===== config.mk =====
export PLATFORM = sky130hd
export DESIGN_NAME = fp32_multiplier
export DESIGN_NICKNAME = d
export VERILOG_FILES = /design/src/rtl/fp32_multiplier.sv
export SDC_FILE = /design/constraint.sdc
export NUM_CORES = 2
export LEC_CHECK = 0
export CAP_MARGIN = 10
export CORE_MARGIN = 3
export CORE_UTILIZATION = 40
export DETAILED_ROUTE_END_ITERATION = 12
export PLACE_DENSITY = 0.64
export SLEW_MARGIN = 20
export SYNTH_ARGS = -nofsm -noshare
export SYNTH_HDL_FRONTEND = slang
export SYNTH_SLANG_ARGS = --single-unit

===== constraint.sdc =====
create_clock -name clk -period 6.6 [get_ports clk]
set_input_delay 1.32 -clock clk [delete_from_list [all_inputs] [get_ports clk]]
set_output_delay 1.32 -clock clk [all_outputs]
set_load 0.03 [all_outputs]

===== src/rtl/fp32_multiplier.sv =====
// fp32_multiplier: three-stage pipelined IEEE-754 binary32 multiplier.
// Round-to-nearest-even only; subnormal inputs and outputs are flushed to zero.
// Stage 1 unpacks and resolves special operands, stage 2 forms the 48-bit
// significand product, stage 3 normalizes, rounds, saturates and drives the outputs.
module fp32_multiplier (
    input  logic        clk,
    input  logic        rst,
    input  logic        stall,
    input  logic        flush,
    input  logic        inValid,
    input  logic [31:0] inA,
    input  logic [31:0] inB,
    output logic        outValid,
    output logic [31:0] outResult,
    output logic [3:0]  outFlags
);

    localparam logic [31:0] QNAN   = 32'h7FC0_0000;
    localparam logic [3:0]  FLG_NV = 4'b1000;
    localparam logic [3:0]  FLG_OF = 4'b0100;
    localparam logic [3:0]  FLG_UF = 4'b0010;
    localparam logic [3:0]  FLG_NX = 4'b0001;

    // RNE increment of a 23-bit mantissa; bit 23 of the return is the carry-out.
    function automatic logic [23:0] round_rne(input logic [22:0] man,
                                              input logic        guard,
                                              input logic        sticky);
        logic up;
        up = guard & (sticky | man[0]);
        return {1'b0, man} + {23'd0, up};
    endfunction

    // Range check on the final exponent; returns {flags, result}.
    function automatic logic [35:0] saturate(input logic               sign,
                                             input logic signed [9:0]  exp,
                                             input logic [22:0]        man,
                                             input logic               inexact);
        logic [35:0] r;
        if (exp >= 10'sd255) begin
            r = {FLG_OF | FLG_NX, sign, 8'hFF, 23'd0};
        end else if (exp <= 10'sd0) begin
            r = {FLG_UF | FLG_NX, sign, 31'd0};
        end else begin
            r = {3'b000, inexact, sign, exp[7:0], man};
        end
        return r;
    endfunction

    // ---------------- stage 1: unpack ----------------
    logic              vld_p1_d, vld_p1_q;
    logic              sign_p1_d, sign_p1_q;
    logic signed [9:0] exp_p1_d, exp_p1_q;
    logic [23:0]       sig_a_p1_d, sig_a_p1_q;
    logic [23:0]       sig_b_p1_d, sig_b_p1_q;
    logic              special_p1_d, special_p1_q;
    logic [31:0]       spec_res_p1_d, spec_res_p1_q;
    logic [3:0]        spec_flg_p1_d, spec_flg_p1_q;

    // ---------------- stage 2: multiply ----------------
    logic              vld_p2_d, vld_p2_q;
    logic              sign_p2_d, sign_p2_q;
    logic signed [9:0] exp_p2_d, exp_p2_q;
    logic [47:0]       prod_p2_d, prod_p2_q;
    logic              special_p2_d, special_p2_q;
    logic [31:0]       spec_res_p2_d, spec_res_p2_q;
    logic [3:0]        spec_flg_p2_d, spec_flg_p2_q;

    // ---------------- stage 3: normalize / round (output) ----------------
    logic              vld_p3_d, vld_p3_q;
    logic [31:0]       res_p3_d, res_p3_q;
    logic [3:0]        flg_p3_d, flg_p3_q;

    // Stage 1 combinational signals
    logic [7:0]        exp_a, exp_b;
    logic [22:0]       frac_a, frac_b;
    logic              zero_a, zero_b, inf_a, inf_b, nan_a, nan_b, snan_a, snan_b;
    logic              sign_s1;
    logic signed [9:0] exp_s1;
    logic              special_s1;
    logic [31:0]       spec_res_s1;
    logic [3:0]        spec_flg_s1;

    // Stage 3 combinational signals
    logic [22:0]       man_s3, man_r_s3;
    logic              guard_s3, sticky_s3;
    logic signed [9:0] exp_n_s3, exp_r_s3;
    logic [23:0]       rnd_s3;
    logic [31:0]       res_s3;
    logic [3:0]        flg_s3;

    // Classify operands (exponent 0 is zero regardless of fraction) and pick any special result.
    always_comb begin
        exp_a   = inA[30:23];
        exp_b   = inB[30:23];
        frac_a  = inA[22:0];
        frac_b  = inB[22:0];
        zero_a  = (exp_a == 8'd0);
        zero_b  = (exp_b == 8'd0);
        inf_a   = (exp_a == 8'hFF) && (frac_a == 23'd0);
        inf_b   = (exp_b == 8'hFF) && (frac_b == 23'd0);
        nan_a   = (exp_a == 8'hFF) && (frac_a != 23'd0);
        nan_b   = (exp_b == 8'hFF) && (frac_b != 23'd0);
        snan_a  = nan_a & ~frac_a[22];
        snan_b  = nan_b & ~frac_b[22];
        sign_s1 = inA[31] ^ inB[31];
        exp_s1  = $signed({2'b00, exp_a}) + $signed({2'b00, exp_b}) - 10'sd127;

        special_s1  = 1'b1;
        spec_res_s1 = QNAN;
        spec_flg_s1 = 4'b0000;
        if (nan_a || nan_b) begin
            spec_flg_s1 = (snan_a || snan_b) ? FLG_NV : 4'b0000;
        end else if ((inf_a && zero_b) || (inf_b && zero_a)) begin
            spec_flg_s1 = FLG_NV;
        end else if (inf_a || inf_b) begin
            spec_res_s1 = {sign_s1, 8'hFF, 23'd0};
        end else if (zero_a || zero_b) begin
            spec_res_s1 = {sign_s1, 31'd0};
        end else begin
            special_s1 = 1'b0;
        end
    end

    // Normalize the product, round to nearest even, then apply overflow/underflow.
    always_comb begin
        if (prod_p2_q[47]) begin
            man_s3    = prod_p2_q[46:24];
            guard_s3  = prod_p2_q[23];
            sticky_s3 = |prod_p2_q[22:0];
            exp_n_s3  = exp_p2_q + 10'sd1;
        end else begin
            man_s3    = prod_p2_q[45:23];
            guard_s3  = prod_p2_q[22];
            sticky_s3 = |prod_p2_q[21:0];
            exp_n_s3  = exp_p2_q;
        end
        rnd_s3 = round_rne(man_s3, guard_s3, sticky_s3);
        if (rnd_s3[23]) begin
            man_r_s3 = 23'd0;
            exp_r_s3 = exp_n_s3 + 10'sd1;
        end else begin
            man_r_s3 = rnd_s3[22:0];
            exp_r_s3 = exp_n_s3;
        end
        {flg_s3, res_s3} = saturate(sign_p2_q, exp_r_s3, man_r_s3, guard_s3 | sticky_s3);
        if (special_p2_q) begin
            res_s3 = spec_res_p2_q;
            flg_s3 = spec_flg_p2_q;
        end
    end

    // Next-state for every stage: stall holds all, flush clears valids, else advance.
    always_comb begin
        vld_p1_d      = vld_p1_q;
        vld_p2_d      = vld_p2_q;
        vld_p3_d      = vld_p3_q;
        sign_p1_d     = sign_p1_q;
        exp_p1_d      = exp_p1_q;
        sig_a_p1_d    = sig_a_p1_q;
        sig_b_p1_d    = sig_b_p1_q;
        special_p1_d  = special_p1_q;
        spec_res_p1_d = spec_res_p1_q;
        spec_flg_p1_d = spec_flg_p1_q;
        sign_p2_d     = sign_p2_q;
        exp_p2_d      = exp_p2_q;
        prod_p2_d     = prod_p2_q;
        special_p2_d  = special_p2_q;
        spec_res_p2_d = spec_res_p2_q;
        spec_flg_p2_d = spec_flg_p2_q;
        res_p3_d      = res_p3_q;
        flg_p3_d      = flg_p3_q;
        if (!stall) begin
            if (flush) begin
                vld_p1_d = 1'b0;
                vld_p2_d = 1'b0;
                vld_p3_d = 1'b0;
            end else begin
                vld_p1_d = inValid;
                vld_p2_d = vld_p1_q;
                vld_p3_d = vld_p2_q;
            end
            sign_p1_d     = sign_s1;
            exp_p1_d      = exp_s1;
            sig_a_p1_d    = {1'b1, frac_a};
            sig_b_p1_d    = {1'b1, frac_b};
            special_p1_d  = special_s1;
            spec_res_p1_d = spec_res_s1;
            spec_flg_p1_d = spec_flg_s1;
            sign_p2_d     = sign_p1_q;
            exp_p2_d      = exp_p1_q;
            prod_p2_d     = {24'd0, sig_a_p1_q} * {24'd0, sig_b_p1_q};
            special_p2_d  = special_p1_q;
            spec_res_p2_d = spec_res_p1_q;
            spec_flg_p2_d = spec_flg_p1_q;
            // Output data only moves on a real result, so it reads zero after reset.
            if (!flush && vld_p2_q) begin
                res_p3_d = res_s3;
                flg_p3_d = flg_s3;
            end
        end
    end

    // Valids and the visible output registers reset; everything else is qualified by a valid.
    always_ff @(posedge clk) begin
        if (rst) begin
            vld_p1_q <= 1'b0;
            vld_p2_q <= 1'b0;
            vld_p3_q <= 1'b0;
            res_p3_q <= 32'd0;
            flg_p3_q <= 4'd0;
        end else begin
            vld_p1_q <= vld_p1_d;
            vld_p2_q <= vld_p2_d;
            vld_p3_q <= vld_p3_d;
            res_p3_q <= res_p3_d;
            flg_p3_q <= flg_p3_d;
        end
    end

    // Stage 1 and stage 2 datapath registers.
    always_ff @(posedge clk) begin
        sign_p1_q     <= sign_p1_d;
        exp_p1_q      <= exp_p1_d;
        sig_a_p1_q    <= sig_a_p1_d;
        sig_b_p1_q    <= sig_b_p1_d;
        special_p1_q  <= special_p1_d;
        spec_res_p1_q <= spec_res_p1_d;
        spec_flg_p1_q <= spec_flg_p1_d;
        sign_p2_q     <= sign_p2_d;
        exp_p2_q      <= exp_p2_d;
        prod_p2_q     <= prod_p2_d;
        special_p2_q  <= special_p2_d;
        spec_res_p2_q <= spec_res_p2_d;
        spec_flg_p2_q <= spec_flg_p2_d;
    end

    assign outValid  = vld_p3_q;
    assign outResult = res_p3_q;
    assign outFlags  = flg_p3_q;

endmodule


==> impl_metrics.tcl <==
set metrics [dict create \
    cp_max_fo 4 \
    synth-main-ff-cell "edfxtp_1" \
    cts.sinks 165 \
    io_buffer_count 105 \
    fin_crit_ns 6.957 \
    fin_cells 3922 \
    start_kind "register" \
    cts_buffer_depth 2 \
    dp_hpwl_um 61080 \
    worstPathRequired_ns 6.82 \
    maxCapViolations 0 \
    io_pins 106 \
    yosysWarnings 0 \
    synth_fa_ha_area_share_pct 46.00 \
    worstHoldStart "exp_p1_q[1]" \
    drt_iter0_drc 1165 \
    setup_viol 24 \
    gp_congestion 0.9090 \
    final_hold_viol_count 0 \
    avgSynthCellArea_sq_um 9.591 \
    wl_per_cell_um 19.09 \
    insertion_delay_ns 0.50 \
    synth_nets 3480 \
    violations "setup timing" \
    dp_cells 3822 \
    cts_buffers 17 \
    drive_gt1_share_pct 17.93 \
    synth_compound_area_share_pct 6.513 \
    synthArstFlopShare_pct 0 \
    relSlewSlack_pct 23.20 \
    grt_pass1_vias 21290 \
    cp.arrival_ns 7.18 \
    grt_max_degree 59 \
    post-place-ws_ns -0.9255 \
    cts_tree "built" \
    rows 93 \
    timing.critical_path.from "sig_a_p1_q[12]" \
    path_clk_slew_ns 0.08 \
    via_per_inst 5.081 \
    ys_seq_elements 165 \
    detail-route-antenna-nets 0 \
    syn_area_sq_um 26240 \
    synth_top_family_by_area "adder cells" \
    gr-total-overflow 0 \
    antenna_found_initial 1 \
    root_buffer "clkbuf_16" \
    die_width_um 262.1 \
    synthXorXnorAreaFrac_pct 2.870 \
    grt_pass1_wl_um 116600 \
    route.detailed.drc 0 \
    slew_violations 0 \
    synth.distinct_cells 77 \
    vias 19930 \
    htree_num_levels 4 \
    skew_ns 0.02663 \
    start_util_pct 40.56 \
    diodes 0 \
    holdWs_ns 0.4112 \
    worstMarginPinSlew_ns 1.142 \
    die_h_um 262.1 \
    wl_um 74870 \
    core_area_sq_um 64700 \
    die_area_sq_um 68710 \
    synth_edf_count 126 \
    dr.pass1.iters 5 \
    seq_area_frac_synth_pct 17.39 \
    outcome "finished with violations" \
    fmax_mhz 143.7 \
    hp-class "reg -> reg" \
    area_delta_synth_final_pct 23.26 \
    fin_crit_sh_pct 105.4 \
    rsz0062_at_grt "true" \
    end_kind "register" \
    path_class "reg -> reg" \
    fin_ws_ns -0.3566 \
    yosys.area_share.simple_pct 15.65 \
    synth_mux_area_share_pct 1.054 \
    nets 3798 \
    hold_buffers 0 \
    regToRegStartpoint "sig_a_p1_q[12]" \
    postSynthCellCount 2736 \
    track_usage_pct 22.28 \
]
[cell usage in the layout, fill, tap and decap left out, types with 22 or more instances in the layout]
cell type        count
a21o_1              30
a21oi_1             50
a22o_1              23
and2_1             231
buf_12              26
buf_4              233
buf_6               52
clkdlybuf4s50_1    105
dfxtp_1             39
edfxtp_1           126
fa_1               453
fa_2                30
ha_1               172
inv_1              563
inv_2               31
mux2i_1             22
nand2_1            301
nand3_1             34
nor2_1              79
nor4_1              26
xnor2_1             46
xor2_1              38
[routing by layer]
layer	share of wire [%]	up-vias	GRT usage, %
li1	-	9099	-
met1	41	10220	28.03
met2	51	517	39.50
met3	5.1	94	3.652
met4	2.6	0	6.340
met5	0	-	0
[logic make-up (layout without fill, tap and decap cells)]
| group | after synthesis | count (layout) |
|---|---|---|
| XOR/XNOR | 86 | 86 |
| buffers and inverters | 722 | 1053 |
| flip-flops | 165 | 165 |
| adder cells (fa/ha/maj) | 675 | 675 |
| AO/OA/AOI/OAI | 246 | 246 |
| multiplexers | 27 | 27 |
| AND/OR/NAND/NOR | 815 | 815 |
[synthesized netlist by cell type, drive strengths merged, types with 3 or more instances]
cell type    n  area (sq um)
and4         3         26.28
a22oi        9         67.56
clkbuf     111         416.7
o31ai        7         52.55
dfxtp       39         780.8
nor2b       17         106.4
a31o         4         35.03
o21a         6         45.04
clkinv       3         11.26
inv        596          2237
o211ai       6         45.04
and2       248          1551
o31a         4         35.03
o311ai       4         35.03
fa         483          9669
xor2        38         332.8
a21o        31         232.7
xnor2       48         420.4
a22o        23         201.4
and3        12         80.08
mux2         5         56.30
a2111oi      3         45.05
a31oi       11         75.07
nor3        12         60.06
nand2      312          1171
edfxtp     126          3784
nand2b       9         56.30
nor2        89         334.1
o21bai       8         60.06
nor3b        3         22.52
ha         192          2402
o21ai       27         135.1
mux2i       22         220.2
nand3b       3         22.52
nand4       21         137.6
buf         12         92.58
nor4        30         202.7
a211oi      13         97.59
nand3       40         200.2
a21oi       70         361.6
or4          4         30.03
[area by class of cell]
cell class / count / area, sq um
Fill cell: 5960 / 32350
Tap cell: 855 / 1070
Clock inverter: 14 / 151.4
Timing Repair Buffer: 422 / 4044
Clock buffer: 18 / 429.2
Multi-Input combinational cell: 1849 / 19820
Sequential cell: 165 / 4564
Inverter: 599 / 2265
[state kept, by name (all words and copies together), names as in the netlist, 3 cells and up]
signal / flops
spec_res_p2_q: 3
outFlags: 4
outResult: 32
spec_res_p1_q: 3
exp_p1_q: 10
prod_p2_q: 48
sig_b_p1_q: 23
sig_a_p1_q: 23
exp_p2_q: 10
[through the flow]
stage	util [%]	cell area, sq um	setup TNS (ns)
2_1_floorplan	-	26330	-0.01183
3_3_place_gp	46.47	30070	-12.51
3_5_place_dp	46.47	30070	-14.27
4_1_cts	48.54	31410	-7.783
5_1_grt	49.99	32340	-9.541
6_report	49.99	32340	-4.410
[what timing repair did]
item                       4_1_cts  5_1_grt
pin swaps                       60      164
gates resized for setup         95      184
buffers inserted                38       33
setup endpoints to repair       29       32
cloned                           2        3
[worst paths after layout]
path / to / slack (ns) / cells past startpoint
worst min register to register: exp_p2_q[1] / 0.41 / 0
worst min-delay path: exp_p2_q[1] / 0.41 / 0
worst max-delay path: prod_p2_q[39] / -0.36 / 25
worst max register to register: prod_p2_q[39] / -0.36 / 25
[critical path, stage by stage, from the launching register on]
cell and delay (ns):
edfxtp_1 0.37, buf_4 0.12, buf_6 0.12, bufbuf_16 0.26, nand2_1 0.07, fa_1 0.56
inv_1 0.06, fa_1 0.53, fa_1 0.44, fa_1 0.62, fa_1 0.47, fa_1 0.53
inv_2 0.04, fa_1 0.51, inv_2 0.05, ha_4 0.28, nand3_4 0.09, nor4_2 0.29
o211ai_1 0.19, a31oi_4 0.26, o311ai_4 0.13, a31oi_4 0.25, buf_6 0.14, buf_4 0.11
a21oi_4 0.05, xnor2_2 0.16
Power is left out: the tool's default activity adds up to more than one toggle a clock period on the data nets, which glitch-free logic cannot reach.
